$ cat src/rtl/vga_pkg.sv
// Shared constants and types for the 640x480 VGA pixel path.
package vga_pkg;

    // 640x480 @ 60 Hz timing
    localparam int VGA_H_ACTIVE = 640;
    localparam int VGA_H_TOTAL  = 800;
    localparam int VGA_V_ACTIVE = 480;
    localparam int VGA_V_TOTAL  = 525;

    localparam int POS_W   = 10;
    localparam int COLOR_W = 4;
    localparam int FRAME_W = 8;

    // Selectable test patterns
    typedef enum logic [1:0] {
        MODE_BARS  = 2'd0,
        MODE_CHECK = 2'd1,
        MODE_GRAD  = 2'd2,
        MODE_SOLID = 2'd3
    } mode_e;

    // Mode-request handshake: IDLE accepts a request, PENDING waits for the
    // next frame boundary to apply it.
    typedef enum logic {
        ST_IDLE    = 1'b0,
        ST_PENDING = 1'b1
    } mode_state_e;

    typedef struct packed {
        logic [COLOR_W-1:0] r;
        logic [COLOR_W-1:0] g;
        logic [COLOR_W-1:0] b;
    } rgb_t;

endpackage

$ cat src/rtl/vga_sync_delay.sv
// N-stage delay line used to keep sync/enable aligned with the colour pipeline.
module vga_sync_delay #(
    parameter int            W       = 1,
    parameter int            N       = 2,
    parameter logic [W-1:0]  RST_VAL = '0
) (
    input  logic         clk_i,
    input  logic         rst_ni,
    input  logic [W-1:0] d_i,
    output logic [W-1:0] q_o
);

    logic [W-1:0] pipe_q [N];

    // Shift register; every stage resets to the idle level of the signal
    always_ff @(posedge clk_i or negedge rst_ni) begin
        if (!rst_ni) begin
            for (int i = 0; i < N; i++) begin
                pipe_q[i] <= RST_VAL;
            end
        end else begin
            pipe_q[0] <= d_i;
            for (int i = 1; i < N; i++) begin
                pipe_q[i] <= pipe_q[i-1];
            end
        end
    end

    assign q_o = pipe_q[N-1];

endmodule

$ cat src/rtl/vga_pattern_gen.sv
// Test-pattern pixel source: two-stage colour pipeline, frame counter and
// frame-synchronous mode switching.
//
// Handshake: a request transfers on any cycle where mode_req_valid and
// mode_req_ready are both high. After a transfer ready stays low until the
// next frame boundary (hpos==0, vpos==V_ACTIVE) applies the latched mode,
// and rises the cycle after that boundary.
module vga_pattern_gen
    import vga_pkg::*;
#(
    parameter int   H_ACTIVE    = VGA_H_ACTIVE,
    parameter int   V_ACTIVE    = VGA_V_ACTIVE,
    parameter int   BAR_W       = 80,
    parameter int   CHECK_SHIFT = 5,
    parameter logic SYNC_IDLE   = 1'b1
) (
    input  logic               clk,
    input  logic               reset,
    input  logic [POS_W-1:0]   hpos,
    input  logic [POS_W-1:0]   vpos,
    input  logic               display_on,
    input  logic               hsync_in,
    input  logic               vsync_in,
    input  logic [1:0]         mode_req,
    input  logic               mode_req_valid,
    output logic               mode_req_ready,
    output logic [1:0]         mode_cur,
    output logic [FRAME_W-1:0] frame_cnt,
    output logic               hsync_out,
    output logic               vsync_out,
    output logic               de_out,
    output logic [COLOR_W-1:0] r,
    output logic [COLOR_W-1:0] g,
    output logic [COLOR_W-1:0] b
);

    localparam int COL_W = (BAR_W > 1) ? $clog2(BAR_W) : 1;

    // Frame boundary: first cycle of vertical blanking
    logic fb;
    assign fb = (hpos == '0) && (vpos == POS_W'(V_ACTIVE));

    // ---------------------------------------------------------------
    // Frame counter
    // ---------------------------------------------------------------
    logic [FRAME_W-1:0] frame_cnt_q, frame_cnt_d;

    assign frame_cnt_d = fb ? frame_cnt_q + FRAME_W'(1) : frame_cnt_q;

    // Count frames, wrapping naturally at 2^FRAME_W
    always_ff @(posedge clk or negedge reset) begin
        if (!reset) frame_cnt_q <= '0;
        else        frame_cnt_q <= frame_cnt_d;
    end

    // ---------------------------------------------------------------
    // Mode handshake FSM
    // ---------------------------------------------------------------
    mode_state_e state_q;
    mode_e       mode_cur_q;
    mode_e       pend_q;
    logic        ready_q;

    // Latch a request while idle; apply it at the next frame boundary
    always_ff @(posedge clk or negedge reset) begin
        if (!reset) begin
            state_q    <= ST_IDLE;
            mode_cur_q <= MODE_BARS;
            pend_q     <= MODE_BARS;
            ready_q    <= 1'b1;
        end else begin
            case (state_q)
                ST_IDLE: begin
                    // A request coinciding with a boundary waits for the next one
                    if (mode_req_valid) begin
                        pend_q  <= mode_e'(mode_req);
                        state_q <= ST_PENDING;
                        ready_q <= 1'b0;
                    end
                end
                ST_PENDING: begin
                    if (fb) begin
                        mode_cur_q <= pend_q;
                        state_q    <= ST_IDLE;
                        ready_q    <= 1'b1;
                    end
                end
                default: begin
                    state_q <= ST_IDLE;
                    ready_q <= 1'b1;
                end
            endcase
        end
    end

    assign mode_req_ready = ready_q;
    assign mode_cur       = mode_cur_q;
    assign frame_cnt      = frame_cnt_q;

    // ---------------------------------------------------------------
    // Stage 1: registered position, enable and colour-bar index
    // ---------------------------------------------------------------
    logic [POS_W-1:0] hpos_s1_q, vpos_s1_q;
    logic             de_s1_q;
    logic [COL_W-1:0] col_q, col_d;
    logic [2:0]       bar_q, bar_d;

    // Column counter replaces hpos/BAR_W; saturates at the last bar
    always_comb begin
        col_d = col_q;
        bar_d = bar_q;
        if (hpos == '0) begin
            col_d = '0;
            bar_d = '0;
        end else if (hpos < POS_W'(H_ACTIVE)) begin
            if (col_q == COL_W'(BAR_W - 1)) begin
                col_d = '0;
                if (bar_q != 3'd7) bar_d = bar_q + 3'd1;
            end else begin
                col_d = col_q + COL_W'(1);
            end
        end
    end

    // Stage-1 register bank
    always_ff @(posedge clk or negedge reset) begin
        if (!reset) begin
            hpos_s1_q <= '0;
            vpos_s1_q <= '0;
            de_s1_q   <= 1'b0;
            col_q     <= '0;
            bar_q     <= '0;
        end else begin
            hpos_s1_q <= hpos;
            vpos_s1_q <= vpos;
            de_s1_q   <= display_on;
            col_q     <= col_d;
            bar_q     <= bar_d;
        end
    end

    // ---------------------------------------------------------------
    // Stage 2: pattern colour with blanking
    // ---------------------------------------------------------------
    logic [2:0]       bar_idx;
    logic [POS_W-1:0] chk_x;
    rgb_t             pix_d, pix_q;

    assign bar_idx = 3'd7 - bar_q;
    assign chk_x   = hpos_s1_q + POS_W'(frame_cnt_q);

    // Select the pattern colour for the stage-1 pixel, black when blanked
    always_comb begin
        pix_d = '0;
        case (mode_cur_q)
            MODE_BARS: begin
                pix_d.r = {COLOR_W{bar_idx[2]}};
                pix_d.g = {COLOR_W{bar_idx[1]}};
                pix_d.b = {COLOR_W{bar_idx[0]}};
            end
            MODE_CHECK: begin
                if (chk_x[CHECK_SHIFT] ^ vpos_s1_q[CHECK_SHIFT]) pix_d = '1;
            end
            MODE_GRAD: begin
                pix_d.r = hpos_s1_q[9:6];
                pix_d.g = vpos_s1_q[8:5];
                pix_d.b = frame_cnt_q[7:4];
            end
            MODE_SOLID: begin
                pix_d = '1;
            end
            default: pix_d = '0;
        endcase
        if (!de_s1_q) pix_d = '0;
    end

    // Stage-2 colour register
    always_ff @(posedge clk or negedge reset) begin
        if (!reset) pix_q <= '0;
        else        pix_q <= pix_d;
    end

    assign r = pix_q.r;
    assign g = pix_q.g;
    assign b = pix_q.b;

    // Only some position bits feed the patterns
    logic unused_bits;
    assign unused_bits = ^{chk_x, vpos_s1_q};

    // ---------------------------------------------------------------
    // Sync / enable delay, matched to the two colour stages
    // ---------------------------------------------------------------
    logic [2:0] sync_dly;

    vga_sync_delay #(
        .W       (3),
        .N       (2),
        .RST_VAL ({SYNC_IDLE, SYNC_IDLE, 1'b0})
    ) u_sync_delay (
        .clk_i  (clk),
        .rst_ni (reset),
        .d_i    ({hsync_in, vsync_in, display_on}),
        .q_o    (sync_dly)
    );

    assign hsync_out = sync_dly[2];
    assign vsync_out = sync_dly[1];
    assign de_out    = sync_dly[0];

endmodule

$ cat config.mk
export PLATFORM = sky130hd
export DESIGN_NAME = vga_pattern_gen
export DESIGN_NICKNAME = d
export VERILOG_FILES = /design/src/rtl/vga_pkg.sv /design/src/rtl/vga_sync_delay.sv /design/src/rtl/vga_pattern_gen.sv
export SDC_FILE = /design/constraint.sdc
export NUM_CORES = 1
export LEC_CHECK = 0
export CAP_MARGIN = 20
export CORE_MARGIN = 2
export CORE_UTILIZATION = 50
export CTS_CLUSTER_DIAMETER = 60
export DETAILED_ROUTE_END_ITERATION = 10
export GPL_ROUTABILITY_DRIVEN = 0
export PLACE_DENSITY_LB_ADDON = 0.12
export SYNTH_ARGS = -nofsm -noshare
export SYNTH_HDL_FRONTEND = slang
export SYNTH_HIERARCHICAL = 1
export SYNTH_SLANG_ARGS = --single-unit
$ cat constraint.sdc
create_clock -name clk -period 3.49 [get_ports clk]
set_input_delay 0.5235 -clock clk [delete_from_list [all_inputs] [get_ports clk]]
set_output_delay 0.5235 -clock clk [all_outputs]
set_load 0.05 [all_outputs]
Word level (Yosys, flattened, before mapping). Index checks and enable logic that the tools add are counted.

Order comparisons: 1. $add $sub $neg: 5. Reduce and logical (&&, ||, !) cells: 10. Multiplexer cells: 16. Bitwise operators: 2. Equal/unequal tests: 8.

Operators with widths (count): case mux 12 bit (4 select lines) (1); 2-to-1 mux 12 bit (2); 2-to-1 mux 7 bit (3); 2-to-1 mux 3 bit (4); equality test 10 x 9 -> 1 bit, second input constant (1); zero test 10 bit (1); < comparator 10 bit, second input constant (1); adder 8 x 1 -> 8 bit, second input constant (1); adder 7 x 1 -> 7 bit, second input constant (1); equality test 7 bit, second input constant (1); adder 6 bit (1); AND reduction 2 bit (3); nonzero test 2 bit (3); equality test 2 bit, second input constant (2); 2-to-1 mux 1 bit (4); inequality test 2 bit, second input constant (2); case mux 1 bit (2 select lines) (2); adder 3 x 1 -> 3 bit, second input constant (1); inequality test 3 bit, second input constant (1); AND reduction 3 bit (1); subtractor 3 bit, first input constant (1); equality test 2 x 1 -> 1 bit, second input constant (1); zero test 2 bit (1); logical AND 1 bit (1); other kinds (2) (2).

Input port bits: 28. Logic and storage cells: 57. Output and inout port bits: 26. Register bits: 62.

Logic depth before layout (Yosys ltp). Gate-level depths: netlist of run 1.

Depth after elaboration: 5. Depth in mapped cells: 6. Gate-level depth less buffers: 5.

Hierarchy. The synthesis of run 1 kept the hierarchy.

Modules (own cells, without submodules): vga_pattern_gen (area an instance 2334.7 um^2, times used 1, cells each 193, seq. area each 1277.5 um^2); vga_sync_delay (area an instance 177.7 um^2, times used 1, cells each 9, seq. area each 155.1 um^2).

Worst setup path after synthesis of run 1. OpenSTA, ideal clock, no wires.

Path kind: register to register. Start: reg frame_cnt_q[2] (netlist: frame_cnt[2]). End: reg pix_q (netlist bit r[2]). Data required time: 3.368 ns. Setup slack: 1.477 ns. Period minus slack after synthesis: 2.013 ns. Buffers on the path: 1. Cell stages (with the launch flop): 7. Arrival time: 1.891 ns. Setup time: 0.122 ns. Cell sequence: dfrtp_1 -> ha_1 -> nand4_1 -> a21o_1 -> a2111oi_4 -> buf_6 -> nor3_1.

RTL lines: start: declaration (RTL line vga_pattern_gen.sv:46) `logic [FRAME_W-1:0] frame_cnt_q, frame_cnt_d;`; start signal: assignment (RTL line vga_pattern_gen.sv:53) `else frame_cnt_q <= frame_cnt_d;`; end signal: assignment (RTL line vga_pattern_gen.sv:180) `else pix_q <= pix_d;`; end: declaration (RTL line vga_pattern_gen.sv:147) `rgb_t pix_d, pix_q;`.

Worst setup path in the final report of run 1.
Start: reg mode_cur_q[1] (netlist: mode_cur[1]). End: out mode_cur[1].

RTL lines: start: declaration (RTL line vga_pattern_gen.sv:60) `mode_e mode_cur_q;`; start signal: assignment (RTL line vga_pattern_gen.sv:83) `mode_cur_q <= pend_q;`; end: declaration (RTL line vga_pattern_gen.sv:27) `output logic [1:0] mode_cur,`.

No word-level cell between the ends.

==> summary.txt, run 1 <==
Place
  – Total half-perimeter wirelength after legalization and detailed placement: 3020 µm
  – # port buffers: 53
  – Total cell area at the placement stage: 3060 µm²

Layout
  – Final-stage net count: about 290
  – Final standard cell utilization of the core: 67.19%
  – Area added between synthesis and finish: 27.99%
  – Non-Filler Cell Area, Final: approximately 3200 µm²
  – Number of inserted filler cells in the final layout: around 380
  – Share of post-route cells with drive strength above 1: between 10% and 20%
  – Ant diodes: 0

STA
  – Period utilisation layout: 72.93%
  – Max transition margin: between 30% and 40%
  – Final hold violation count: 0
  – Worst-case hold slack: 323.8 ps
  – Actual slew at the worst max-slew pin: 900.1 ps
  – Setup TNS Final: 0 ps
  – RSZ-0062 raised after global routing: no
  – Setup clock skew after layout: approximately 7.3 ps
  – Max Fclk: 0.3929 GHz
  – Final setup violation count: 0
  – Min Tclk post-route: roughly 2500 ps
  – Number of max-slew violations in the final report: 0

Routing
  – Drt via density: 4.924
  – Post-route DRC: 0
  – First drt pass iteration count: 4
  – Antenna Nets Post-Route: 0
  – Mean routed wirelength per cell: between 10 and 15 µm
  – Vias after detailed routing: approximately 1600
  – Detailed-route wire length: 4200 µm
  – DRC violation total after the first TritonRoute iteration: 57

Clock network
  – CTS Root Cell: clkbuf_8
  – Clock-pin slew on the worst setup and hold paths: 60 ps
  – Resized cells post-CTS: 0
  – Clock Latency Late Sink: about 330 ps
  – CTS H-tree depth: 3
  – Count of hold buffers inserted by post-cts repair: 0
  – Clock buffer count from CTS: 9
  – CTS sink count: 57
  – TritonCTS clock tree: done
  – Post-CTS Setup Repair Bufs: 0
  – Clock tree buffer depth: 2

Pwr
  – Worst VDD drop: roughly 260 µV
  – Static leakage power: approximately 1.4 nW
  – Power density over the cells: 447.6 nW/µm²

Logic synthesis
  – Seq/Total Area, Yosys: 57.02%
  – Warning count from the yosys run: 6
  – Post-synthesis area per instance: between 10 and 15 µm²
  – Cell area after synthesis: 2512 µm²
  – Top cell type's share of synthesized area: between 50 and 60%
  – Synthesis-stage register bit count: 57
  – Number of distinct library cells after synthesis: 39
  – Library cell occupying the most area in the post-synthesis netlist: dfrtp_1
  – Synthesized netlist cell count: a little over 200
  – Synth area leaders: dfrtp_1 52%, nor4b_2 5.4%, dfstp_2 5.2%
  – Post-Synthesis Net Count: 238

Setup path
  – Critical Path Slowest Stage Cell: clkdlybuf4s50_1
  – Signal arrival time at the worst endpoint: 2020 ps
  – Count of buffering cells on the critical path with inverters included: 1
  – Critical path launch point type: register
  – CP Capture Type: output pin
  – Required time at the endpoint of the critical path: around 3000 ps
  – Crit path max fanout: 20
  – Delay of the slowest cell on the worst path: 940 ps
  – Worst setup path class: reg -> out
  – Crit-path cells: clkdlybuf4s50_1
  – Kind of cell adding the most delay to the critical path: buffers and inverters

Global route
  – Total routing resource utilization after global routing: 17.71%
  – Number of antenna violations at the first check in global routing: 0
  – Total overflow reported by the global router: 0
  – Via count of the first global-routing pass: roughly 1500
  – Largest net degree at the start of global routing: just under 60
  – Wire length of the first global-routing pass: 7238 µm

Worst hold path
  – Worst hold path class: in -> async

Floorplan
  – Placeable core area: around 4800 µm²
  – Number of placement rows: 25
  – Die ar.: roughly 5600 µm²
  – Horizontal extent of the die: approximately 75 µm
  – # IOs: 54
  – Effective utilization at floorplan: a little over half
  – Height of the chip: ~75 µm

Job
  – Max cap viols: 0

Outcome
  – Result of the run: finished, final reports clean
-- cell usage after synthesis --
library cell,instances
dfrtp_1,52
a21oi_1,16
nor2_1,15
nand3_1,11
nor4b_2,9
ha_1,8
nand2b_1,8
nand2_1,7
xnor2_1,7
xor2_1,7
and3_1,5
buf_4,5
dfstp_2,5
nand4_1,5
o21ai_0,5
inv_1,4
mux2_2,4
clkbuf_1,3
a22o_1,2
buf_6,2
mux2_4,2
nor4b_1,2
o21ai_1,2
a2111oi_4,1
a21o_1,1
and2_1,1
and4_1,1
and4_4,1
and4b_1,1
buf_2,1
mux2i_1,1
nand3_4,1
nand4b_1,1
nor2b_1,1
nor3_1,1
nor4_1,1
nor4_2,1
nor4bb_1,1
o21a_1,1
-- final cells by class --
cell class              instances  area (µm²)  share of cell area [%]
clock inverters                 4       20.02                  0.6226
flip-flops and latches         57        1433                   44.55
well taps                      67       83.83                   2.607
multi-input cells             130       988.4                   30.74
inverters                       4       15.01                  0.4669
repair buffers                 55       540.5                   16.81
clock buffers                  12       135.1                   4.202
-- stage by stage --
step	total power [mW]	instances	worst slack, ps
2_1_floorplan	0.8758	202	1477
3_3_place_gp	0.9563	313	1021
3_5_place_dp	0.9594	313	1005
4_1_cts	1.453	329	946.6
5_1_grt	1.515	329	838.7
6_report	1.439	329	944.7
-- metal layers --
| metal | wire, µm | global-route usage (%) | vias up |
|---|---|---|---|
| met5 | 0 | 0 | - |
| met2 | 1924 | 25.44 | 42 |
| met4 | 110 | 10.52 | 0 |
| met3 | 166 | 4.016 | 10 |
| met1 | 1999 | 24.62 | 745 |
| li1 | - | - | 823 |
-- registers in the layout (all words and copies together) (netlist names), 3 cells and up --
name                 count
hpos_s1_q               10
frame_cnt                8
col_q                    7
b                        4
g                        4
r                        4
vpos_s1_q                4
bar_q                    3
u_sync_delay/pipe_q      3
u_sync_delay/q_o         3
-- path summary, 6_finish.rpt --
| check | slack (ps) | start | cells past startpoint | to |
|---|---|---|---|---|
| max | 940 | mode_cur[1] | 1 | mode_cur[1] |
| min | 320 | reset | 2 | de_s1_q |
| max reg2reg | 1280 | frame_cnt[2] | 5 | r[3] |
| min reg2reg | 350 | u_sync_delay/pipe_q[3] | 0 | u_sync_delay/q_o[0] |
| max in group asynchronous | 2720 | reset | 2 | hpos_s1_q[3] |
| min in group clk | 350 | u_sync_delay/pipe_q[3] | 0 | u_sync_delay/q_o[0] |
-- layout by cell type (no fill, tap or decap), types with 2 or more instances in the layout --
cell	synthesis	routed
nand4_1	5	5
nand2_1	7	7
and3_1	5	5
mux2_2	4	4
a22o_1	2	2
xor2_1	7	7
clkinv_2	0	4
clkbuf_8	0	9
inv_1	4	4
ha_1	8	8
o21ai_0	5	5
clkbuf_1	3	3
o21ai_1	2	2
nand3_1	11	11
mux2_4	2	2
clkdlybuf4s50_1	0	52
nor4b_2	9	9
dfstp_2	5	5
nor2_1	15	15
xnor2_1	7	7
buf_4	5	2
dfrtp_1	52	52
nand2b_1	8	8
nor4b_1	2	2
a21oi_1	16	16
-- kinds of logic (layout without fill, tap and decap cells) --
group	count (synthesis)	after routing	synth area share [%]
compound gates	28	28	6.973
xor+xnor	14	14	4.881
fa+ha+maj	8	8	3.984
buf+inv	15	75	3.635
flops	57	57	57.02
mux	7	7	3.386
simple gates	73	73	20.12
-- where the power goes --
group	switching, mW	total (mW)	internal (mW)
sequential	0.0382	0.758	0.720
clock	0.240	0.493	0.253
combinational	0.101	0.188	0.0873
total	0.379	1.44	1.06
No activity file was read; power rests on OpenSTA's default activity.
==> inputs of run 2 (changes only) <==
==> constraint.sdc (replaced) <==
create_clock -name clk -period 2.6 [get_ports clk]
set_input_delay 0.39 -clock clk [delete_from_list [all_inputs] [get_ports clk]]
set_output_delay 0.39 -clock clk [all_outputs]
set_load 0.05 [all_outputs]
==> run 2 against run 1 <==
Clock-buffer cell count grew 1. Sequential share of layout area shrank 1.0 points. Wire length grew 3.4%. Critical endpoint is now mode_cur[0]. Highest routed layer unchanged.
==> summary.txt, run 2 (synthesis results as in run 1) <==
Job
  – Max cap viols: 0 (unchanged)

Pwr
  – Clock network fraction of design power: 38.8% (was 34.3%)
  – Static leakage power: 1.412 nW (was 1.372 nW)
  – Power spent charging and discharging nets: 0.5057 mW (was 0.3792 mW)
  – Overall power after layout: 2.082 mW (was 1.439 mW)
  – Sw Share: 24.28% (was 26.35%)
  – Sequential fraction of design power: 48.9% (was 52.7%)
  – Worst VDD drop: 584.9 µV (was 258.7 µV)
  – Power density over the cells: 632.6 nW/µm² (was 447.6 nW/µm²)
  – Cell internal pwr: 1.577 mW (was 1.060 mW)
  – Combinational Power Share: 12.4% (was 13.1%)

STA
  – Worst-case hold slack: 349.2 ps (was 323.8 ps)
  – Final hold violation count: 0 (unchanged)
  – Setup clock skew after layout: 12.55 ps (was 7.302 ps)
  – Period utilisation layout: about 82%
  – RSZ-0062 raised after global routing: no (unchanged)
  – Number of max-slew violations in the final report: 0 (unchanged)
  – Actual slew at the worst max-slew pin: 508.0 ps (was 900.1 ps)
  – Max Fclk: about 0.47 GHz
  – Setup TNS Final: 0 ps (unchanged)
  – Post-route worst setup slack: 472.0 ps (was 944.7 ps)
  – Max transition margin: 66.03% (was 40.00%)
  – Min Tclk post-route: 2128 ps
  – Final setup violation count: 0 (unchanged)

Routing
  – Mean routed wirelength per cell: 13.04 µm (was 12.77 µm)
  – First drt pass iteration count: 4 (unchanged)
  – Vias after detailed routing: 1657 (was 1620)
  – Antenna Nets Post-Route: 0 (unchanged)
  – Detailed-route wire length: 4342 µm (was 4200 µm)
  – DRC violation total after the first TritonRoute iteration: 68 (was 57)
  – Post-route DRC: 0 (unchanged)
  – Drt via density: 4.976 (was 4.924)

Place
  – Placed cell count: 316 (was 313)
  – Post-Place Setup Slack: 358.2 ps (was 1005 ps)
  – # port buffers: 53 (unchanged)
  – Total half-perimeter wirelength after legalization and detailed placement: 3202 µm (was 3020 µm)

Setup path
  – CP Capture Type: output pin (unchanged)
  – Required time at the endpoint of the critical path: 2210 ps (was 2970 ps)
  – Crit-path cells: clkdlybuf4s50_1 (unchanged)
  – Critical path depth: 1 (unchanged)
  – Kind of cell adding the most delay to the critical path: buffers and inverters (unchanged)
  – Worst setup path class: reg -> out (unchanged)
  – Depth of the most critical reg-to-reg path: 5 (unchanged)
  – Critical path launch point type: register (unchanged)
  – Delay of the slowest cell on the worst path: 870 ps (was 940 ps)
  – Crit path max fanout: 10 (was 20)
  – Count of buffering cells on the critical path with inverters included: 1 (unchanged)
  – Signal arrival time at the worst endpoint: 1740 ps (was 2020 ps)
  – Critical Path Slowest Stage Cell: clkdlybuf4s50_1 (unchanged)

Layout
  – Ant diodes: 0 (unchanged)
  – Number of inserted filler cells in the final layout: 359 (was 375)
  – Cell Count, Final, Fillers Out: 333 (was 329)
  – Share of post-route cells with drive strength above 1: 16.54% (was 15.27%)
  – Largest register FFs: 10 (unchanged)
  – Commonest non-fill, non-tap cells in the layout: 52 x dfrtp_1, 52 x clkdlybuf4s50_1, 16 x a21oi_1 (unchanged)
  – Area added between synthesis and finish: 31.03% (was 27.99%)
  – Largest reg by FF count: hpos_s1_q (unchanged)
  – Final-stage net count: 297 (was 293)

Floorplan
  – Horizontal extent of the die: 74.89 µm (unchanged)
  – Effective utilization at floorplan: 52.50% (unchanged)
  – Number of placement rows: 25 (unchanged)
  – # IOs: 54 (unchanged)
  – Height of the chip: 74.89 µm (unchanged)
  – Placeable core area: 4786 µm² (unchanged)
  – Die ar.: 5608 µm² (unchanged)

Clock network
  – Clock-pin slew on the worst setup and hold paths: 70 ps (was 60 ps)
  – TritonCTS clock tree: done (unchanged)
  – CTS H-tree depth: 3 (unchanged)
  – Clock Latency Late Sink: 340 ps (was 330 ps)
  – Clock tree buffer depth: 2 (unchanged)
  – Clock buffer count from CTS: 9 (unchanged)
  – CTS Root Cell: clkbuf_8 (unchanged)
  – Resized cells post-CTS: 0 (unchanged)
  – CTS sink count: 57 (unchanged)

Global route
  – Number of antenna violations at the first check in global routing: 0 (unchanged)
  – Wire length of the first global-routing pass: 7134 µm (was 7238 µm)
  – Total overflow reported by the global router: 0 (unchanged)
  – Largest net degree at the start of global routing: 38 (was 58)
  – Total routing resource utilization after global routing: 17.78% (was 17.71%)
  – Via count of the first global-routing pass: 1556 (was 1548)

Outcome
  – Result of the run: finished, final reports clean (unchanged)

Worst hold path
  – Hold Path Depth: 0
  – Worst hold path class: reg -> reg (was in -> async)
## run 2: power by group through the flow
stage / combinational [mW] / sequential (mW) / clock (mW)
final: 0.258 / 1.02 / 0.807
after global routing: 0.285 / 1.03 / 0.880
after CTS: 0.260 / 1.02 / 0.831
after detailed placement: 0.256 / 1.03 / 0
after global placement: 0.254 / 1.03 / 0
after floorplan: 0.116 / 1.06 / 0
## run 2: path summary, 6_finish.rpt
path / to / startpoint / slack [ps]
setup / recovery: mode_cur[0] / mode_cur[0] / 470
hold / removal: u_sync_delay/q_o[0] / u_sync_delay/pipe_q[3] / 350
setup reg to reg: b[0] / frame_cnt[4] / 720
hold reg to reg: u_sync_delay/q_o[0] / u_sync_delay/pipe_q[3] / 350
max in group asynchronous: mode_req_ready / reset / 1230
min in group asynchronous: g[3] / reset / 530
## run 2: layer usage
metal  vias to the layer above  GRT usage [%]  wire length (µm)
li1                        834              -                 -
met1                       770          21.84              1940
met2                        47          27.49              2120
met3                         6          7.631               206
met4                         0          7.738                74
met5                         -              0                 0
## run 2: timing repair
| action | 4_1_cts | 5_1_grt |
|---|---|---|
| endpoints found under the hold margin | 18 | 0 |
| setup buffers | 0 | 0 |
| hold buffers | 1 | 0 |
## run 2: cell type report
type | instances | area, µm² | area share (%)
multi-input combinational | 130 | 988.4 | 30.03
inverter | 4 | 15.01 | 0.4561
clock buffer | 13 | 158.9 | 4.827
tap | 67 | 83.83 | 2.547
clock inverter | 3 | 40.04 | 1.216
timing repair buffer | 59 | 573.1 | 17.41
sequential | 57 | 1433 | 43.52
## run 2: metrics by stage
stage,area [µm²],util (%)
after floorplan,2512,-
after global placement,3083,64.42
after detailed placement,3083,64.42
after CTS,3292,68.78
after global routing,3292,68.78
final,3292,68.78
==> inputs of run 3 (changes only) <==
==> constraint.sdc (replaced) <==
create_clock -name clk -period 2.1 [get_ports clk]
set_input_delay 0.315 -clock clk [delete_from_list [all_inputs] [get_ports clk]]
set_output_delay 0.315 -clock clk [all_outputs]
set_load 0.05 [all_outputs]
==> run 3 against run 2 <==
Sequential share of layout area fell by 0.28 points. Sequential power up 24%. Die area is the same. Non-clock buffer count rose by 7. Clock skew fell by 1.5 ps. Global-route usage increased by 0.26 points. First-iteration DRC count down 13%. Design area grew 0.65%. Hold slack worse by 3.8 ps. Clock-buffer cell count up 3. Clock power grew 8.3%. Highest routed layer unchanged. Setup slack worse by 360 ps.
==> summary.txt, run 3 (synthesis results as in run 1) <==
Outcome
  – Result of the run: finished, final reports clean (unchanged)

Setup path
  – Crit-path cells: clkdlybuf4s50_1 (unchanged)
  – Signal arrival time at the worst endpoint: 1670 ps (was 1740 ps)
  – Critical Path Slowest Stage Cell: clkdlybuf4s50_1 (unchanged)
  – Worst reg-to-reg setup slack: 230 ps (was 720 ps)
  – Worst setup path class: reg -> out (unchanged)
  – Critical path depth: 1 (unchanged)
  – Crit path max fanout: 3 (was 10)
  – Kind of cell adding the most delay to the critical path: buffers and inverters (unchanged)
  – Depth of the most critical reg-to-reg path: 6 (was 5)
  – Count of buffering cells on the critical path with inverters included: 1 (unchanged)
  – Crit Reg-Reg Startpoint: frame_cnt[2] (was frame_cnt[4])
  – Critical path launch point type: register (unchanged)
  – CP Capture Type: output pin (unchanged)
  – End of the worst register-to-register path: r[3] (was b[0])
  – Required time at the endpoint of the critical path: 1780 ps (was 2210 ps)
  – Delay of the slowest cell on the worst path: 800 ps (was 870 ps)

Global route
  – Total routing resource utilization after global routing: 18.04% (was 17.78%)
  – Wire length of the first global-routing pass: 7300 µm (was 7134 µm)
  – Via count of the first global-routing pass: 1587 (was 1556)
  – Number of antenna violations at the first check in global routing: 0 (unchanged)
  – Largest net degree at the start of global routing: 32 (was 38)
  – Total overflow reported by the global router: 0 (unchanged)

Place
  – Placed cell count: 323 (was 316)
  – Total half-perimeter wirelength after legalization and detailed placement: 3350 µm (was 3202 µm)
  – Total cell area at the placement stage: 3133 µm² (was 3083 µm²)
  – Post-Place Setup Slack: 29.48 ps (was 358.2 ps)
  – # port buffers: 53 (unchanged)

Layout
  – Final-stage net count: 304 (was 297)
  – Area added between synthesis and finish: 31.87% (was 31.03%)
  – Non-Filler Cell Area, Final: 3313 µm² (was 3292 µm²)
  – Largest reg by FF count: hpos_s1_q (unchanged)
  – Number of inserted filler cells in the final layout: 362 (was 359)
  – Largest register FFs: 10 (unchanged)
  – Ant diodes: 0 (unchanged)
  – Cell Count, Final, Fillers Out: 340 (was 333)
  – Share of post-route cells with drive strength above 1: 17.95% (was 16.54%)
  – Commonest non-fill, non-tap cells in the layout: 52 x dfrtp_1, 51 x clkdlybuf4s50_1, 16 x a21oi_1 (was 52 x dfrtp_1, 52 x clkdlybuf4s50_1, 16 x a21oi_1)
  – Most common cell after layout, fill and taps aside: dfrtp_1
  – Final standard cell utilization of the core: 69.23% (was 68.78%)

Routing
  – Antenna Nets Post-Route: 0 (unchanged)
  – Drt via density: 4.968 (was 4.976)
  – Vias after detailed routing: 1689 (was 1657)
  – Post-route DRC: 0 (unchanged)
  – Routed wl met3: 179 µm (was 206 µm)
  – Detail Route met2 WL: 2163 µm (was 2120 µm)
  – Highest routing layer actually used: met4 (unchanged)
  – DRC violation total after the first TritonRoute iteration: 59 (was 68)
  – Detailed-route wire length on metal 1: 2026 µm (was 1940 µm)
  – Mean routed wirelength per cell: 13.00 µm (was 13.04 µm)
  – Detailed-route wire length: 4419 µm (was 4342 µm)
  – First drt pass iteration count: 4 (unchanged)

STA
  – Max Fclk: approximately 0.5 GHz
  – Setup clock skew after layout: 11.03 ps (was 12.55 ps)
  – Final hold violation count: 0 (unchanged)
  – Max transition margin: 57.31% (was 66.03%)
  – Actual slew at the worst max-slew pin: 640.4 ps (was 508.0 ps)
  – Final setup violation count: 0 (unchanged)
  – Number of max-slew violations in the final report: 0 (unchanged)
  – RSZ-0062 raised after global routing: no (unchanged)
  – Worst-case hold slack: 345.4 ps (was 349.2 ps)
  – Post-route worst setup slack: 112.5 ps (was 472.0 ps)
  – Period utilisation layout: 94.64%
  – Setup TNS Final: 0 ps (unchanged)
  – Min Tclk post-route: around 2000 ps

Pwr
  – Power density over the cells: 740.2 nW/µm² (was 632.6 nW/µm²)
  – Worst VDD drop: 410.8 µV (was 584.9 µV)
  – Static leakage power: 1.433 nW (was 1.412 nW)
  – Overall power after layout: 2.452 mW (was 2.082 mW)

Worst hold path
  – Worst hold start: u_sync_delay/pipe_q[3] (unchanged)
  – Worst hold path class: reg -> reg (unchanged)
  – Hold Path Depth: 0 (unchanged)
  – Endpoint of the worst hold path: u_sync_delay/q_o[0] (unchanged)

Floorplan
  – Height of the chip: 74.89 µm (unchanged)
  – # IOs: 54 (unchanged)
  – Horizontal extent of the die: 74.89 µm (unchanged)
  – Die ar.: 5608 µm² (unchanged)
  – Number of placement rows: 25 (unchanged)
  – Effective utilization at floorplan: 52.50% (unchanged)
  – Placeable core area: 4786 µm² (unchanged)

Clock network
  – Resized cells post-CTS: 0 (unchanged)
  – Clock buffer count from CTS: 9 (unchanged)
  – CTS H-tree depth: 3 (unchanged)
  – Clock-pin slew on the worst setup and hold paths: 60 ps (was 70 ps)
  – Post-CTS Setup Repair Bufs: 0 (unchanged)
  – Clock tree buffer depth: 2 (unchanged)
  – TritonCTS clock tree: done (unchanged)
  – Clock Latency Late Sink: 330 ps (was 340 ps)
  – CTS Root Cell: clkbuf_8 (unchanged)
  – CTS sink count: 57 (unchanged)

Job
  – Max cap viols: 0 (unchanged)
-- run 3: cell count changes in the layout (fill, tap and decap cells not counted) --
| cell | previous run | this run |
|---|---|---|
| clkbuf_1 | 2 | 5 |
| clkinv_2 | 2 | 0 |
| clkdlybuf4s50_1 | 52 | 51 |
| bufinv_16 | 1 | 0 |
| buf_4 | 5 | 13 |
-- run 3: worst max-delay path by stage --
stage / startpoint / endpoint / slack (ps)
6_report: mode_req_ready / mode_req_ready / 110
5_1_grt: mode_req_ready / mode_req_ready / 60
4_1_cts: mode_req_ready / mode_req_ready / 90
3_5_place_dp: vpos[0] / frame_cnt[1] / 30
3_3_place_gp: vpos[0] / frame_cnt[1] / 50
2_1_floorplan: frame_cnt[2] / r[2] / 90
-- run 3: what timing repair did --
action	in CTS	in global routing
endpoints found under the setup margin	0	0
hold endpoints to repair	25	0
hold buffers	1	0
-- run 3: routing by layer --
metal,GRT usage [%],vias to the layer above
met1,22.35,796
met5,0,-
li1,-,850
met2,28.27,38
met3,6.158,5
met4,8.929,0
-- run 3: area by class of cell --
class | instances | area [µm²] | share of cell area (%)
Clock buffer | 16 | 170.2 | 5.136
Inverter | 4 | 15.01 | 0.4532
Multi-Input combinational cell | 130 | 988.4 | 29.83
Sequential cell | 57 | 1433 | 43.24
Tap cell | 67 | 83.83 | 2.530
Timing Repair Buffer | 66 | 623.1 | 18.81
-- run 3: where the power goes --
part	switching [mW]	internal (mW)
sequential	0.0639	1.20
clock	0.379	0.495
combinational	0.168	0.149
